===== src/rtl/demux_pkg.sv =====
`default_nettype none
// ============================================================================
//  Module      : demux_pkg
//  Description : Shared constants and types for the 1-to-2 stream demux.
//                SEL_CH1/SEL_CH2 give the in_sel encoding; SKID_DEPTH is
//                the number of words each per-channel buffer can hold.
//  Revision    : 1.0 - initial release
// ============================================================================
package demux_pkg;

  localparam logic SEL_CH1 = 1'b0;
  localparam logic SEL_CH2 = 1'b1;

  localparam int SKID_DEPTH = 2;

  // Occupancy counter must represent 0..SKID_DEPTH inclusive.
  localparam int SKID_CNT_W = $clog2(SKID_DEPTH + 1);

  typedef logic [SKID_CNT_W-1:0] skid_cnt_t;

endpackage : demux_pkg
`default_nettype wire


===== src/rtl/demux_skid_buf.sv =====
`default_nettype none
// ============================================================================
//  Module      : demux_skid_buf
//  Description : 2-entry skid buffer for one demux output channel. Accepts a
//                word on the s_* side when s_valid_i && s_ready_o, presents
//                the oldest word on the m_* side, and registers s_ready_o so
//                that no combinational path runs from m_ready_i to s_ready_o.
//  Ports       : clk_i, rst_i (async, active-high)
//                s_valid_i / s_ready_o / s_data_i  - upstream side
//                m_valid_o / m_ready_i / m_data_o  - downstream side
//  Revision    : 1.0 - initial release
// ============================================================================
module demux_skid_buf
  import demux_pkg::*;
#(
  parameter int DATA_W = 8
) (
  input  logic              clk_i,
  input  logic              rst_i,
  input  logic              s_valid_i,
  output logic              s_ready_o,
  input  logic [DATA_W-1:0] s_data_i,
  output logic              m_valid_o,
  input  logic              m_ready_i,
  output logic [DATA_W-1:0] m_data_o
);

  skid_cnt_t         count_q, count_d;
  logic [DATA_W-1:0] head_q,  head_d;   // oldest word, drives m_data_o
  logic [DATA_W-1:0] tail_q,  tail_d;   // second word, valid only when count_q == 2
  logic              s_ready_q, s_ready_d;

  logic w_push;
  logic w_pop;

  assign w_push = s_valid_i && s_ready_q;
  assign w_pop  = (count_q != '0) && m_ready_i;

  always_comb begin
    count_d = count_q;
    head_d  = head_q;
    tail_d  = tail_q;
    unique case ({w_push, w_pop})
      2'b10: begin
        if (count_q == '0) begin
          head_d = s_data_i;
        end else begin
          tail_d = s_data_i;
        end
        count_d = count_q + skid_cnt_t'(1);
      end
      2'b01: begin
        head_d  = tail_q;
        count_d = count_q - skid_cnt_t'(1);
      end
      2'b11: begin
        // Occupancy unchanged. With one word held, the incoming word becomes
        // the new head directly; otherwise it queues behind the promoted tail.
        if (count_q == skid_cnt_t'(1)) begin
          head_d = s_data_i;
        end else begin
          head_d = tail_q;
          tail_d = s_data_i;
        end
      end
      default: begin
        count_d = count_q;
      end
    endcase
    // Ready reflects space after this cycle's update, so a full buffer
    // closes the input on the same edge that fills it.
    s_ready_d = (count_d < skid_cnt_t'(SKID_DEPTH));
  end

  always_ff @(posedge clk_i or posedge rst_i) begin
    if (rst_i) begin
      count_q   <= '0;
      head_q    <= '0;
      tail_q    <= '0;
      s_ready_q <= 1'b0;
    end else begin
      count_q   <= count_d;
      head_q    <= head_d;
      tail_q    <= tail_d;
      s_ready_q <= s_ready_d;
    end
  end

  assign s_ready_o = s_ready_q;
  assign m_valid_o = (count_q != '0);
  assign m_data_o  = head_q;

endmodule : demux_skid_buf
`default_nettype wire


===== src/rtl/demux1_2_stream.sv =====
`default_nettype none
// ============================================================================
//  Module      : demux1_2_stream
//  Description : Registered 1-to-2 stream demultiplexer. Each accepted input
//                word is steered by in_sel into one of two skid buffers, so a
//                stalled consumer only blocks words addressed to it.
//  Ports       : sys_clk, sys_rst (async, active-high)
//                in_data / in_sel / in_valid / in_ready   - input stream
//                out1_* / out2_*                          - output channels
//                cnt1 / cnt2                              - per-channel push count
//  Options     : DEMUX_CNT_EN - when defined, cnt1/cnt2 count pushes to their
//                channel (wrapping); otherwise they are tied to zero.
//  Revision    : 1.0 - initial release
// ============================================================================
module demux1_2_stream
  import demux_pkg::*;
#(
  parameter int DATA_W = 8,
  parameter int CNT_W  = 16
) (
  input  logic              sys_clk,
  input  logic              sys_rst,
  input  logic [DATA_W-1:0] in_data,
  input  logic              in_sel,
  input  logic              in_valid,
  output logic              in_ready,
  output logic [DATA_W-1:0] out1_data,
  output logic              out1_valid,
  input  logic              out1_ready,
  output logic [DATA_W-1:0] out2_data,
  output logic              out2_valid,
  input  logic              out2_ready,
  output logic [CNT_W-1:0]  cnt1,
  output logic [CNT_W-1:0]  cnt2
);

  logic w_s_valid1, w_s_valid2;
  logic w_s_ready1, w_s_ready2;

  // Select decode: only the addressed buffer sees in_valid.
  assign w_s_valid1 = in_valid && (in_sel == SEL_CH1);
  assign w_s_valid2 = in_valid && (in_sel == SEL_CH2);

  // in_ready follows the addressed buffer; the other channel's state is
  // irrelevant, which is what keeps the two consumers independent.
  assign in_ready = (in_sel == SEL_CH2) ? w_s_ready2 : w_s_ready1;

  demux_skid_buf #(
    .DATA_W (DATA_W)
  ) u_buf_ch1 (
    .clk_i     (sys_clk),
    .rst_i     (sys_rst),
    .s_valid_i (w_s_valid1),
    .s_ready_o (w_s_ready1),
    .s_data_i  (in_data),
    .m_valid_o (out1_valid),
    .m_ready_i (out1_ready),
    .m_data_o  (out1_data)
  );

  demux_skid_buf #(
    .DATA_W (DATA_W)
  ) u_buf_ch2 (
    .clk_i     (sys_clk),
    .rst_i     (sys_rst),
    .s_valid_i (w_s_valid2),
    .s_ready_o (w_s_ready2),
    .s_data_i  (in_data),
    .m_valid_o (out2_valid),
    .m_ready_i (out2_ready),
    .m_data_o  (out2_data)
  );

`ifdef DEMUX_CNT_EN
  logic             w_push1, w_push2;
  logic [CNT_W-1:0] cnt1_q, cnt1_d;
  logic [CNT_W-1:0] cnt2_q, cnt2_d;

  assign w_push1 = w_s_valid1 && w_s_ready1;
  assign w_push2 = w_s_valid2 && w_s_ready2;

  // Natural binary wrap at 2^CNT_W-1 -> 0.
  always_comb begin
    cnt1_d = cnt1_q;
    cnt2_d = cnt2_q;
    if (w_push1) begin
      cnt1_d = cnt1_q + {{(CNT_W-1){1'b0}}, 1'b1};
    end
    if (w_push2) begin
      cnt2_d = cnt2_q + {{(CNT_W-1){1'b0}}, 1'b1};
    end
  end

  always_ff @(posedge sys_clk or posedge sys_rst) begin
    if (sys_rst) begin
      cnt1_q <= '0;
      cnt2_q <= '0;
    end else begin
      cnt1_q <= cnt1_d;
      cnt2_q <= cnt2_d;
    end
  end

  assign cnt1 = cnt1_q;
  assign cnt2 = cnt2_q;
`else
  assign cnt1 = '0;
  assign cnt2 = '0;
`endif

endmodule : demux1_2_stream
`default_nettype wire


===== config.mk =====
export PLATFORM = sky130hd
export DESIGN_NAME = demux1_2_stream
export DESIGN_NICKNAME = d
export VERILOG_FILES = /design/src/rtl/demux_pkg.sv /design/src/rtl/demux_skid_buf.sv /design/src/rtl/demux1_2_stream.sv
export SDC_FILE = /design/constraint.sdc
export NUM_CORES = 1
export LEC_CHECK = 0
export ABC_AREA = 1
export BUFFER_PORTS_ARGS = -buffer_cell sky130_fd_sc_hd__clkbuf_2
export CAP_MARGIN = 25
export CORE_ASPECT_RATIO = 1.5
export CORE_MARGIN = 5
export CORE_UTILIZATION = 30
export DETAILED_ROUTE_END_ITERATION = 12
export PLACE_DENSITY = 0.51
export SLEW_MARGIN = 40
export SYNTH_ARGS = -nofsm -noshare
export SYNTH_HDL_FRONTEND = slang
export SYNTH_HIERARCHICAL = 1
export SYNTH_SLANG_ARGS = --single-unit

===== constraint.sdc =====
create_clock -name sys_clk -period 1.65 [get_ports sys_clk]
set_input_delay 0.165 -clock sys_clk [delete_from_list [all_inputs] [get_ports sys_clk]]
set_output_delay 0.165 -clock sys_clk [all_outputs]
set_load 0.005 [all_outputs]

* Word level (Yosys, flattened, before mapping) *
Index checks and enable logic that the tools add are counted.

word-level totals
  flip-flop bits (word level) = 38
  bits of input ports = 14
  output and inout bits = 51
  word-level logic and storage cells = 62

operators by class
  add/subtract/negate cells = 4
  order comparisons = 2
  equal/unequal tests = 14
  mux-type cells = 15
  bitwise gates (word level) = 1
  reduce and logical (&&, ||, !) cells = 18

operators by type and width
  operator                                               count
  two-way mux 8 bit                                      8
  one-hot mux 8 bit (3 select lines)                     2
  one-hot mux 8 bit (2 select lines)                     2
  == test 2 x 1 -> 1 bit, second input constant          4
  == test 2 bit, second input constant                   4
  inequality test 2 bit, second input constant           4
  one-hot mux 2 bit (2 select lines)                     2
  nonzero test 2 bit                                     4
  logical AND 1 bit                                      6
  AND reduction 3 bit                                    2
  nonzero test 3 bit                                     2
  adder 2 x 1 -> 2 bit, second input constant            2
  zero test 2 bit                                        2
  < comparator 2 bit, second input constant              2
  inequality test 2 x 1 -> 1 bit, second input constant  2
  AND reduction 2 bit                                    2
  subtractor 2 x 1 -> 2 bit, second input constant       2
  two-way mux 1 bit                                      1
  NOT 1 bit                                              1

* Longest topological paths before layout *
Gate-level depths: netlist of run 1.

  depth after elaboration = 6
  depth in mapped cells = 13
  gate-level depth less buffers = 12

* Cells and area by module *
Netlist of run 1, hierarchy kept.

modules (own cells, without submodules)
  module           times used  cells an instance  area each (µm²)
  demux_skid_buf   2           143                1063.5
  demux1_2_stream  1           41                 274.0

* Worst setup path after synthesis of run 1 *
OpenSTA, ideal clock, no wires.

  kind = register to register
  start point = register u_buf_ch1.count_q[0]
  end point = register u_buf_ch1.tail_q[2]
  setup time = 0.126 ns
  data arrival time = 1.660 ns
  path slack = -0.136 ns
  stages on the path, launching flop included = 12
  buffers on the path = 2
  period minus slack after synthesis = 1.786 ns
  cell sequence = dfrtp_1 inv_1 ha_1 inv_2 nand2_2 buf_6 inv_1 ha_1 or2_4 nand3_4 buf_6 o21ai_0

between the ends
  word-level cells in the longest chain between the ends = 5
  elaborated cells between the ends (all ways) = 11
  classes of those cells = 5 x eq/ne; 1 x mux; 5 x reduce/logical

ends and longest elaborated chain
  what                                                                          line                   source
  start: declaration                                                            demux_skid_buf.sv:28   skid_cnt_t count_q, count_d;
  start signal: assignment                                                      demux_skid_buf.sv:82   count_q <= count_d;
  nonzero test 2 bit (*)                                                        -
  net out1_valid                                                                demux1_2_stream.sv:28  output logic out1_valid,
  logical AND 1 bit (*)                                                         demux_skid_buf.sv:37   assign w_pop = (count_q != '0) && m_ready_i;
  == test 2 bit                                                                 demux_skid_buf.sv:43   unique case ({w_push, w_pop})
  inequality test 2 bit (no source line) or nonzero test 2 bit (tied branches)  -
  AND reduction 3 bit (no source line)                                          -
  end signal: assignment                                                        demux_skid_buf.sv:84   tail_q <= tail_d;
  end: declaration                                                              demux_skid_buf.sv:30   logic [DATA_W-1:0] tail_q, tail_d;

Mark *: on every way through the listed nets, which the timed path passes. The rest lies on a longest branch.
A chain may end at the register's enable or synchronous reset.

* Worst setup path after layout of run 1 *
  start point = register u_buf_ch2.count_q[0]
  end point = register u_buf_ch2.tail_q[7]

between the ends
  word-level cells in the longest chain between the ends = 5
  elaborated cells between the ends (all ways) = 11
  classes of those cells = 5 x eq/ne; 1 x mux; 5 x reduce/logical

ends and longest elaborated chain
  what                                                                          line
  start: declaration                                                            demux_skid_buf.sv:28
  start signal: assignment                                                      demux_skid_buf.sv:82
  nonzero test 2 bit                                                            demux_skid_buf.sv:37
  logical AND 1 bit                                                             demux_skid_buf.sv:37
  == test 2 bit                                                                 demux_skid_buf.sv:43
  inequality test 2 bit (no source line) or nonzero test 2 bit (tied branches)  -
  AND reduction 3 bit (no source line)                                          -
  end signal: assignment                                                        demux_skid_buf.sv:84
  end: declaration                                                              demux_skid_buf.sv:30

Several ways; a longest one is shown, not always the timed one.

==> metrics.cfg, run 1 <==
[power_and_ir_drop]
comb_power_share = 0.398
leakagePower_nw = 1.69
p_total_mw = 4.39
p_int_mw = 2.83
powerDensity_mw_per_mm2 = 1470
peakVddDrop_uv = 540
p_seq_frac = 0.354
switching_power_mw = 1.57
switching_share = 0.356
clockPowerShare = 0.248

[clock_tree]
clock_path_buffers = 2
cts.clk_slew.worst_paths_ns = 0.05
cts_tree = yes
cts_buffers = 5
cts.sinks = 38
root_buffer = clkbuf_16
clk_latency_ns = 0.27
cts_max_level = 2

[setup_path]
rr_startpoint = u_buf_ch2/count_q[0]$_DFFE_PP0P_
criticalPathCategory = flip-flop to flip-flop
worstSetupStartpointType = flip-flop
rrSetupSlack_ns = 0.05
worstPathMaxFanout = 8
cp.required_ns = 1.80
crit_arrival_ns = 1.75
r2r_cells = 9
r2r-end = u_buf_ch2/tail_q[7]$_DFFE_PP0P_
endpoint_kind = flip-flop

[logic_synthesis]
synth_cell_types = 16
synth.avg_cell_area_um2 = 7.34
synth.area.mux_share = 0
yosys.area.top_type = dfrtp_1
syn-cell-area_mm2 = 0.00240
synthTopCellsByArea = dfrtp_1 40%, nand2_1 21%, buf_4 10%, inv_1 8.3%, ha_1 6.3%
synth_seq_cells = 38
synth_top_area_share = 0.396
syn-instance-count = 327
synth-simple-area-share = 0.274
synth-adder-area-share = 0.0625
synth_compound_area_frac = 0.0584
synth_top_family_by_area = simple AND/OR/NAND/NOR gates
synth_seq_area_share = 0.396
synth_xor_area_frac = 0
ys_warn_count = 6

[placed_design]
place_hpwl_mm = 3.72
routabilityCongestion = 0.725
dp.cells = 466
portBuffers = 32
dpl_cell_area_mm2 = 0.00264

[global_route]
grt_first_pass_wirelength_mm = 8.14
grt-ovfl-total = 0
grt_max_degree = 20
first_global_vias = 1845
antenna_found_initial = 0
grt_use_total = 0.0979

[sta]
post-route-min-period_ns = 1.60
hold_violations = 0
finalSetupViolCount = 0
fmax_ghz = 0.627
period_share = 0.967
drv_slew = 0
rsz0062_at_grt = true
skew_ns = 0.00322

[min_path]
min_to = u_buf_ch2/tail_q[2]$_DFFE_PP0P_
worstHoldPathCells = 3
holdCritStartpoint = in_data[2]
hold_path_class = input pin to flip-flop

[drt]
routed_wl_mm = 5.09
post-route-drc-count = 0
drtIter0Drc = 100
viasPerCell = 3.92
postRouteAntennaNets = 0
via_count = 1890
detail_route.first_pass.iterations = 4
post_drt_wl_per_cell_um = 10.6

[die]
start_util = 0.304
row_count = 40
ios = 65
die_width_um = 83.0
core_mm2 = 0.00791
dieArea_mm2 = 0.00993
fp.dieH_um = 120

[finish]
finish.net_count = 403
regArea_um2 = 951
drive_above_1_share = 0.263
nFillCells = 855
instances_no_fill = 482
area_growth_pct = 24.5
final_cell_mix = 119 x nand2_1, 46 x inv_1, 38 x dfrtp_1
final_cell_area_mm2 = 0.00299
mostFrequentLayoutCell = nand2_1
multi_input_area_mm2 = 0.00125
num_antenna_cells = 0

[flow_run]
drv_cap = 0

[status]
outcome = finished clean

==> worst max path at each step <==
stage | start | endpoint | depth (start not counted)
after floorplan | u_buf_ch1/count_q[0]$_DFFE_PP0P_ | u_buf_ch1/tail_q[2]$_DFFE_PP0P_ | 10
after global placement | u_buf_ch2/count_q[0]$_DFFE_PP0P_ | u_buf_ch2/m_data_o[0]$_DFFE_PP0P_ | 12
after detailed placement | u_buf_ch2/count_q[0]$_DFFE_PP0P_ | u_buf_ch2/m_data_o[5]$_DFFE_PP0P_ | 12
after CTS | u_buf_ch1/count_q[0]$_DFFE_PP0P_ | u_buf_ch1/tail_q[3]$_DFFE_PP0P_ | 10
after global routing | u_buf_ch2/count_q[0]$_DFFE_PP0P_ | u_buf_ch2/tail_q[2]$_DFFE_PP0P_ | 10
final | u_buf_ch2/count_q[0]$_DFFE_PP0P_ | u_buf_ch2/tail_q[7]$_DFFE_PP0P_ | 9
==> worst max-delay path: stages (launching register included) <==
cell and delay [ns]:
dfrtp_1 0.39, inv_2 0.09, ha_4 0.16, inv_4 0.04
nand2_4 0.08, inv_4 0.04, ha_4 0.17, or2_4 0.28
nand3_4 0.12, o21ai_0 0.09
==> cell families after synthesis <==
group           count (synthesis)
simple gates                  159
buf+inv                        93
fa+ha+maj                      12
flops                          38
compound gates                 24
other cells                     1
==> routing by layer <==
layer,vias up,GRT usage,routed length (µm)
met2,54,0.181,2640
met3,7,0.0192,279
met4,0,0.0368,95
met5,-,0,0
li1,999,-,-
met1,830,0.110,2080
==> cells in the mapped netlist <==
| cell type | number |
|---|---|
| ha_1 | 12 |
| nor2_1 | 17 |
| or2_4 | 2 |
| nand2_1 | 132 |
| inv_1 | 53 |
| o211ai_1 | 2 |
| conb_1 | 1 |
| nand3_4 | 2 |
| o21ai_2 | 4 |
| dfrtp_1 | 38 |
| buf_4 | 32 |
| nand2_2 | 4 |
| inv_2 | 4 |
| o21ai_0 | 18 |
| buf_6 | 4 |
| nand3_2 | 2 |
==> flip-flops by register name, indices dropped and copies added, names as in the netlist, named ones only <==
register,cells
u_buf_ch2/tail_q,8
u_buf_ch1/tail_q,8
u_buf_ch2/m_data_o,8
u_buf_ch1/m_data_o,8
u_buf_ch2/s_ready_o,1
u_buf_ch1/count_q,1
u_buf_ch2/count_q,1
u_buf_ch1/s_ready_o,1
==> through the flow <==
stage | TNS (ns) | setup WS, ns | hold slack (ns) | utilization
global placement | -0.182 | -0.0352 | 0.194 | 0.333
floorplan | 0 | 0.00332 | 0.116 | -
detailed placement | -0.219 | -0.0298 | 0.197 | 0.333
finish | 0 | 0.0547 | 0.166 | 0.378
CTS | -0.0552 | -0.0374 | 0.179 | 0.358
global route | -0.157 | -0.0330 | 0.178 | 0.378
==> what timing repair did <==
| item | 4_1_cts | 5_1_grt |
|---|---|---|
| gates cloned | 0 | 2 |
| endpoints found under the setup margin | 12 | 34 |
| pin swaps | 1 | 8 |
| gates resized for setup | 3 | 31 |
| hold endpoints to repair | 38 | 0 |
| setup buffers | 0 | 6 |
| hold buffers | 1 | 0 |
==> cell type report <==
cell class                 instances  area share
clock inverter                     1      0.0100
multi-input combinational        229       0.417
timing repair buffer              46      0.0908
sequential                        38       0.318
tap                              105      0.0439
clock buffer                       6      0.0464
inverter                          57      0.0741
==> power by group through the flow <==
stage / clock, mW / combinational, mW / sequential, mW
floorplan: 0 / 1.11 / 1.54
global placement: 0 / 1.51 / 1.55
detailed placement: 0 / 1.54 / 1.56
CTS: 1.13 / 1.57 / 1.55
global route: 1.16 / 2.03 / 1.61
finish: 1.09 / 1.75 / 1.55
Note: power is estimated with default switching activity, not from simulation.
==> inputs of run 2 (changes only) <==
PLACE_DENSITY = 0.49   (was 0.51)
SETUP_SLACK_MARGIN = 0.2   (was unset)
SYNTH_HIERARCHICAL = unset   (was 1)
clock period = 1.9 ns   (was 1.65 ns; I/O delays follow)
==> run 2 against run 1 <==
Against the previous run: the run now ends with negative hold slack left; sequential share of layout area down 0.39 points; critical path depth unchanged; synthesized area up 8.3%; utilization down 2.0 points; cell area up 1.3%; first-iteration DRC count down 1.0%; routed wire length up 20%; total power up 0.10%; final cell count up 6.6%; largest power group unchanged.
==> metrics.cfg, run 2 <==
[status]
outcome = finished with violations
violations = negative hold slack

[setup_path]
crit_arrival_ns = 1.85  ; +0.10 ns
cp_top_family = flip-flops
worstPathMaxFanout = 5  ; -3
crit_path_top_delay_cell = dfrtp_1
crit_path_max_incr_delay_ns = 0.42  ; +0.03 ns
rrSetupSlack_ns = 0.28  ; +0.22 ns
worst-path-buf-inv = 3  ; unchanged
worstSetupStartpointType = flip-flop
cp.required_ns = 2.12  ; +0.32 ns
criticalPathCategory = flip-flop to flip-flop
endpoint_kind = flip-flop
startpoint = u_buf_ch2.count_q[0]$_DFFE_PP0P_
rr_startpoint = u_buf_ch2.count_q[0]$_DFFE_PP0P_
crit_chain = inv_2 -> ha_4 -> inv_4 -> nand2_4 -> ha_2 -> a21oi_4 -> buf_4 -> nand3_1 -> nand2_1

[placed_design]
routabilityCongestion = 0.785  ; +8.3%
post-place-ws_ns = 0.196  ; +0.226 ns
dpl_cell_area_mm2 = 0.00283  ; +7.3%
portBuffers = 32  ; unchanged
place_hpwl_mm = 4.88  ; +31%
dp.cells = 505  ; +8.4%

[die]
dieArea_mm2 = 0.0107  ; +7.5%
fp.dieH_um = 124  ; +3.7%
die_width_um = 86.0  ; +3.6%
row_count = 41  ; +2.5%
start_util = 0.307  ; +0.00368
core_mm2 = 0.00846  ; +7.0%
ios = 65  ; unchanged

[drt]
postRouteAntennaNets = 0  ; unchanged
wl_met1_mm = 2.37  ; +14%
drtIter0Drc = 99  ; -1.0%
top_layer = met4
detail_route.first_pass.iterations = 4  ; unchanged
post-route-drc-count = 0  ; unchanged
dr_wl_met3_um = 314  ; +13%
routed_wl_mm = 6.13  ; +20%
wl_met2_mm = 3.36  ; +27%
via_count = 2209  ; +17%
post_drt_wl_per_cell_um = 11.9  ; +13%
viasPerCell = 4.30  ; +9.6%

[sta]
finalSetupViolCount = 0  ; unchanged
fmax_ghz = 0.616  ; -1.8%
hold_violations = 3  ; +3
timing.final.ws_setup_ns = 0.276  ; +0.221 ns
slew_headroom = 0.657
drv_slew = 0  ; unchanged
fin_tns_setup_ns = 0  ; unchanged
skew_ns = 0.00296  ; -0.000265 ns
hold_ws_ns = -0.00367  ; -0.169 ns
rsz0062_at_grt = false
period_share = 0.855  ; -0.112
tightest_slew_ns = 0.515
post-route-min-period_ns = 1.62  ; +0.0285 ns

[min_path]
hold_path_class = input pin to async pin

[finish]
nFillCells = 946  ; +11%
finish.net_count = 430  ; +6.7%
instances_no_fill = 514  ; +6.6%
final_cell_area_mm2 = 0.00303  ; +1.3%
finalCoreUtilization = 0.358  ; -0.0204
area_growth_pct = 16.4
mostFrequentLayoutCell = nand2_1
final_cell_mix = 157 x nand2_1, 38 x dfrtp_1, 32 x conb_1, 32 x clkbuf_2, 28 x inv_1
drive_above_1_share = 0.194  ; -0.0685
num_antenna_cells = 0  ; unchanged

[power_and_ir_drop]
peakVddDrop_uv = 629  ; +16%
powerDensity_mw_per_mm2 = 1450  ; -1.1%
leakagePower_nw = 1.63  ; -3.8%
p_total_mw = 4.40  ; +0.10%

[clock_tree]
cts_buffers = 5  ; unchanged
clk_latency_ns = 0.28  ; about the same
cts.clk_slew.worst_paths_ns = 0.06  ; about the same
cts_max_level = 2  ; unchanged
cts_hold_buf = 0  ; -1
cts_tree = yes
cts.sinks = 38  ; unchanged
root_buffer = clkbuf_16
clock_path_buffers = 2  ; unchanged

[global_route]
grt_first_pass_wirelength_mm = 10.2  ; +26%
grt_max_degree = 39  ; +95%
grt_use_total = 0.122  ; +0.0244
first_global_vias = 2197  ; +19%
grt-ovfl-total = 0  ; unchanged
antenna_found_initial = 0  ; unchanged

[logic_synthesis]
synth_edf_count = 0  ; unchanged
synth_seq_area_share = 0.366  ; -0.0305
synth.avg_cell_area_um2 = 7.13  ; -2.9%
yosysMostFrequentCell = nand2_1
synth_xor_area_frac = 0  ; unchanged
synth_cell_types = 27  ; +11
synthTopCellsByArea = dfrtp_1 37%, nand2_1 23%, buf_4 9.8%, ha_1 4.8%, nand3_1 4.8%
yosys.area.top_type = dfrtp_1
ys_warn_count = 0  ; -6
syn-cell-area_mm2 = 0.00260  ; +8.3%
synth.area.mux_share = 0  ; unchanged
async_flop_share = 1.00  ; unchanged
synth_top_area_share = 0.366  ; -0.0305
synth_commonest_cells = 158 x nand2_1, 38 x dfrtp_1, 34 x buf_4
synth_compound_area_frac = 0.0967  ; +0.0383
synth-simple-area-share = 0.328  ; +0.0540
synth-main-ff-cell = dfrtp_1
syn-instance-count = 365  ; +12%
synth_top_family_by_area = simple AND/OR/NAND/NOR gates
synth-adder-area-share = 0.0481  ; -0.0144
synth_seq_cells = 38  ; unchanged

[flow_run]
drv_cap = 0  ; unchanged

-- run 2: cell types whose count changed after synthesis, sizes merged, moves of 2 or more --
cell    before  now
a21oi        0   18
clkbuf       0    3
ha          12   10
inv         57   36
nand2      136  163
nand3        4   27
nor2        17    9
o21ai       22   12
o21bai       0    8
-- run 2: cells by family (layout without fill, tap and decap cells) --
logic type	after synthesis	after routing
simple gates	202	202
buf+inv	75	86
compound gates	39	39
flops	38	38
fa+ha+maj	10	10
other cells	1	32
-- run 2: area by class of cell --
type	count	area (µm²)	area share
tap	107	134	0.0442
multi-input combinational	283	1410	0.466
timing repair buffer	41	240	0.0793
sequential	38	951	0.314
inverter	37	141	0.0467
clock inverter	2	12.5	0.00413
clock buffer	6	139	0.0459
-- run 2: worst min-delay path, stage by stage --
cell and delay [ns]:
clkbuf_2 0.08, inv_1 0.04, buf_4 0.42
-- run 2: power by group --
part	internal (mW)	total [mW]	leakage (nW)	switching (mW)
logic	0.841	2.04	1.09	1.20
clock network	0.519	0.854	0.0729	0.334
registers	1.22	1.50	0.465	0.284
total	2.58	4.40	1.63	1.82
-- run 2: worst paths after layout --
check	end	depth (start not counted)
hold / removal	u_buf_ch2.m_data_o[3]$_DFFE_PP0P_	3
setup / recovery	u_buf_ch2.tail_q[3]$_DFFE_PP0P_	9
min in group sys_clk	u_buf_ch1.tail_q[1]$_DFFE_PP0P_	3
hold reg to reg	u_buf_ch2.m_data_o[4]$_DFFE_PP0P_	2
max in group asynchronous	u_buf_ch1.s_ready_o$_DFF_PP0_	3
setup reg to reg	u_buf_ch2.tail_q[3]$_DFFE_PP0P_	9
-- run 2: routing by layer --
metal | track usage | vias to the layer above
met1 | 0.124 | 998
li1 | - | 1155
met2 | 0.242 | 50
met4 | 0.0416 | 0
met3 | 0.0258 | 6
met5 | 0 | -
-- run 2: timing repair --
item                                    in CTS  in global routing
pin swaps                                    1                  0
buffers inserted                             1                  0
endpoints found under the setup margin       2                 29
gates resized for setup                      0                  9
